[src/rtl/pipe_stage_reg.sv]
// pipe_stage_reg
//
// Flow-controlled pipeline stage register with a two-entry skid buffer. It carries an
// instruction field and a side payload between two valid/ready interfaces. in_ready comes
// straight from a flop, so there is no combinational path from out_ready to in_ready. The
// stage still sustains one entry per cycle under back-pressure, because the skid entry
// absorbs the beat accepted while the main entry is stalled.
//
// Parameters:
//   INSTR_W    width of the instruction field
//   PAYLOAD_W  width of the side payload
//   NOP_INSTR  instruction presented whenever the stage holds no valid entry
//
// Ports:
//   clk          clock, rising edge
//   rst          asynchronous, active-high reset
//   in_valid     upstream offers an entry
//   in_ready     stage can accept (registered)
//   in_instr     upstream instruction
//   in_payload   upstream payload
//   flush        drop all held entries and the current input
//   out_valid    downstream entry valid
//   out_ready    downstream consumes the entry
//   out_instr    held instruction, or NOP_INSTR when empty
//   out_payload  held payload, or 0 when empty
//   occupancy    number of held entries (0..2)

module pipe_stage_reg #(
    parameter int unsigned INSTR_W   = 16,
    parameter int unsigned PAYLOAD_W = 32,
    parameter logic [INSTR_W-1:0] NOP_INSTR = 16'h0800
) (
    input  logic                 clk,
    input  logic                 rst,
    input  logic                 in_valid,
    output logic                 in_ready,
    input  logic [INSTR_W-1:0]   in_instr,
    input  logic [PAYLOAD_W-1:0] in_payload,
    input  logic                 flush,
    output logic                 out_valid,
    input  logic                 out_ready,
    output logic [INSTR_W-1:0]   out_instr,
    output logic [PAYLOAD_W-1:0] out_payload,
    output logic [1:0]           occupancy
);

    // Main entry drives the outputs; skid entry sits behind it.
    logic                 main_v_q, main_v_d;
    logic [INSTR_W-1:0]   main_instr_q, main_instr_d;
    logic [PAYLOAD_W-1:0] main_payload_q, main_payload_d;
    logic                 skid_v_q, skid_v_d;
    logic [INSTR_W-1:0]   skid_instr_q, skid_instr_d;
    logic [PAYLOAD_W-1:0] skid_payload_q, skid_payload_d;

    logic accept;
    logic consume;

    assign in_ready    = ~skid_v_q;
    assign accept      = in_valid & in_ready;
    assign consume     = main_v_q & out_ready;

    assign out_valid   = main_v_q;
    assign out_instr   = main_instr_q;
    assign out_payload = main_payload_q;
    assign occupancy   = {1'b0, main_v_q} + {1'b0, skid_v_q};

    always_comb begin
        main_v_d       = main_v_q;
        main_instr_d   = main_instr_q;
        main_payload_d = main_payload_q;
        skid_v_d       = skid_v_q;
        skid_instr_d   = skid_instr_q;
        skid_payload_d = skid_payload_q;

        if (flush) begin
            // Flush wins over everything, and the input beat is discarded even though
            // the upstream handshake completes.
            main_v_d       = 1'b0;
            main_instr_d   = NOP_INSTR;
            main_payload_d = '0;
            skid_v_d       = 1'b0;
            skid_instr_d   = NOP_INSTR;
            skid_payload_d = '0;
        end else begin
            unique case ({main_v_q, skid_v_q})
                2'b00: begin
                    if (accept) begin
                        main_v_d       = 1'b1;
                        main_instr_d   = in_instr;
                        main_payload_d = in_payload;
                    end
                end
                2'b10: begin
                    if (consume && accept) begin
                        main_instr_d   = in_instr;
                        main_payload_d = in_payload;
                    end else if (consume) begin
                        main_v_d       = 1'b0;
                        main_instr_d   = NOP_INSTR;
                        main_payload_d = '0;
                    end else if (accept) begin
                        skid_v_d       = 1'b1;
                        skid_instr_d   = in_instr;
                        skid_payload_d = in_payload;
                    end
                end
                2'b11: begin
                    if (consume) begin
                        main_instr_d   = skid_instr_q;
                        main_payload_d = skid_payload_q;
                        skid_v_d       = 1'b0;
                        skid_instr_d   = NOP_INSTR;
                        skid_payload_d = '0;
                    end
                end
                default: begin
                    // Skid valid without main valid breaks the invariant; recover to empty.
                    main_v_d       = 1'b0;
                    main_instr_d   = NOP_INSTR;
                    main_payload_d = '0;
                    skid_v_d       = 1'b0;
                    skid_instr_d   = NOP_INSTR;
                    skid_payload_d = '0;
                end
            endcase
        end
    end

    always_ff @(posedge clk or posedge rst) begin
        if (rst) begin
            main_v_q       <= 1'b0;
            main_instr_q   <= NOP_INSTR;
            main_payload_q <= '0;
            skid_v_q       <= 1'b0;
            skid_instr_q   <= NOP_INSTR;
            skid_payload_q <= '0;
        end else begin
            main_v_q       <= main_v_d;
            main_instr_q   <= main_instr_d;
            main_payload_q <= main_payload_d;
            skid_v_q       <= skid_v_d;
            skid_instr_q   <= skid_instr_d;
            skid_payload_q <= skid_payload_d;
        end
    end

endmodule

[config.mk]
export PLATFORM = sky130hd
export DESIGN_NAME = pipe_stage_reg
export DESIGN_NICKNAME = d
export VERILOG_FILES = /design/src/rtl/pipe_stage_reg.sv
export SDC_FILE = /design/constraint.sdc
export NUM_CORES = 1
export LEC_CHECK = 0
export BUFFER_PORTS_ARGS = -buffer_cell sky130_fd_sc_hd__buf_2
export CAP_MARGIN = 20
export CORE_MARGIN = 2
export CORE_UTILIZATION = 39
export CTS_BUF_LIST = sky130_fd_sc_hd__clkbuf_8
export DETAILED_ROUTE_END_ITERATION = 8
export PLACE_DENSITY_LB_ADDON = 0.15
export SLEW_MARGIN = 20
export SYNTH_ARGS = -nofsm -noshare
export SYNTH_HDL_FRONTEND = slang
export SYNTH_SLANG_ARGS = --single-unit
[constraint.sdc]
create_clock -name clk -period 10.8 [get_ports clk]
set_clock_uncertainty 0.1 [all_clocks]
set_input_delay 2.7 -clock clk [delete_from_list [all_inputs] [get_ports clk]]
set_output_delay 2.7 -clock clk [all_outputs]
set_load 0.005 [all_outputs]
==> run metrics <==
vias=2947; DRT Wirelength=between 9000 and 10000 um; post-CTS sizing=0; GRT Util Overall=18.2%; first-pass GRT wire length=roughly 16000 um; hold depth=2; H-Tree Depth=3; Req. time, crit path=between 10000 and 15000 ps; antenna violations before repair=0; commonest non-fill, non-tap cell in the layout=buf_2; Seq/Total Area, Yosys=60.9%; core area=10200 um2; dpl hpwl=about 5900 um; fin util=47.8%; post-CTS setup buffers=0; maximum fanout along the worst path=25; CTS sink count=98; Post-synth ARST share=100%; hold_buf cts=0; Initial Utilization=39.6%; Max Slew Vio Count=0; leakage=between 2 and 2.5 nW; Mapped Nets=362; grt total ovfl=0; PnR worst setup slack=6180 ps; maximum clock rate=216 MHz; Final nets=452; Seq cells post-synth=98; slew margin rel.=between 30 and 40%; Die Span Y=106 um; clk_lat worst skew=approximately 350 ps; synthesized area per cell=roughly 13 um2; drt drc=0; initial drt markers=around 100; Cell variety after synth=28; TritonCTS clock tree=done; max cap viols=0; Final Hold Viols=0; EDFF count, synth=0; clock buffer depth=2; period utilisation layout=42.8%; Die ar.=between 10000 and 15000 um2; final setup vio count=0; Hold Slack=between 300 and 400 ps; Final Critical Period=4620 ps; status=completed; startpoint type of the worst setup path=input port; fill count=947; remaining antenna violation count=0; Ys Warns=0; mapped cell area=4030 um2; highest-count cells in the layout ignoring fill and taps=buf_2, dfrtp_1, o2bb2ai_1; Data arrival, critical path=4810 ps; post-place setup slack=5750 ps; CTS Buf Count=9; vias in the first global route=3039; Final Power=around 0.80 mW; reg2reg path depth=6; RSZ-0062 raised after global routing=false; DR WL/cell=18.3 um; GP Congestion=0.704; via/cell ratio=5.52; total iterations of the first detailed-routing run=5; worst slew pin tran=between 1000 and 1500 ps; share of cells above drive strength 1=34.0%; setup TNS=0 ps; Peak VDD IR=0.0836 mV; Area growth syn-to-layout=20.7%; IO Count=approximately 110; Crit. End Element=flip-flop; Die X=approximately 110 um; Hold/Removal Path Class=flip-flop to flip-flop; Seq. cell area=2450 um2; Pwr Density=165 nW/um2; clock-pin slew on the worst setup and hold paths=~90 ps; Mapped Cells=~300; clock root buffer=clkbuf_8; Multi-input gate area=~1400 um2; WS Path Type=input port to flip-flop; PortBufs=104; placement row count=37; largest net degree at the start of global routing=61; Primary FF master, synth=dfrtp_1
-- worst paths after layout --
| kind | to | from | slack [ps] |
|---|---|---|---|
| setup / recovery | skid_instr_q[4] | flush | 6180 |
| hold / removal | skid_instr_q[11] | skid_instr_q[11] | 370 |
| setup reg to reg | skid_instr_q[4] | out_valid | 7650 |
| hold reg to reg | skid_instr_q[11] | skid_instr_q[11] | 370 |
| max in group asynchronous | skid_instr_q[7] | rst | 7200 |
| min in group asynchronous | out_payload[0] | rst | 2270 |
-- layout make-up --
class,instances,area share (%)
Sequential cell,98,50.5
Multi-Input combinational cell,171,29.2
Timing Repair Buffer,110,11.6
Tap cell,136,3.50
Clock buffer,10,2.83
Clock inverter,3,1.85
Inverter,5,0.437
Antenna cell,1,0.0515
-- flip-flops by register name, summed over array words and instances, names as in the netlist --
signal and count:
skid_instr_q 16, out_payload 32, skid_v_q 1, out_instr 16, skid_payload_q 32, out_valid 1
-- power by group --
group | switching, mW | internal, mW | total, mW
registers | 0.0139 | 0.391 | 0.405
clock network | 0.117 | 0.157 | 0.274
logic | 0.0756 | 0.0490 | 0.125
-- per-stage QoR --
| step | cell area [um2] | cells |
|---|---|---|
| finish | 4860 | 534 |
| global route | 4860 | 533 |
| CTS | 4860 | 533 |
| detailed placement | 4630 | 520 |
| global placement | 4630 | 520 |
| floorplan | 4030 | 305 |
-- cells in the mapped netlist, types with 2 or more instances --
cell | number | area share, %
dfrtp_1 | 96 | 60
o2bb2ai_1 | 48 | 10
a22o_1 | 47 | 10
a22oi_1 | 47 | 8.8
clkbuf_1 | 15 | 1.4
buf_2 | 11 | 1.4
a21oi_1 | 5 | 0.62
inv_1 | 5 | 0.47
ha_1 | 4 | 1.2
buf_6 | 3 | 0.84
nand2_1 | 3 | 0.28
dfstp_2 | 2 | 1.3
nor2b_1 | 2 | 0.31
nor3_1 | 2 | 0.25
o21ai_0 | 2 | 0.25
-- layer usage --
layer | vias to the layer above | track usage, % | part of all wire (%) | wire (um)
met3 | 10 | 4.89 | 5.1 | 500
met2 | 72 | 27.3 | 46 | 4460
met5 | - | 0 | 0 | 0
met1 | 1483 | 25.8 | 48 | 4730
li1 | 1382 | - | - | -
met4 | 0 | 5.92 | 1.0 | 98
-- cells by family (layout without fill, tap and decap cells) --
logic type,Yosys count,in the layout,share of synthesized area (%)
DFF,98,98,60.9
buffers and inverters,36,128,4.35
other,0,1,0
AOI/OAI and AO/OA,153,153,31.1
and+or+nand+nor,14,14,2.39
adders and majority gates,4,4,1.24
-- critical path, cell delays in order --
cell and delay (ps):
buf_2 150, or4b_4 560, nor3_4 770, buf_4 440, a22o_1 180
Power figures use the tool's default switching activity.
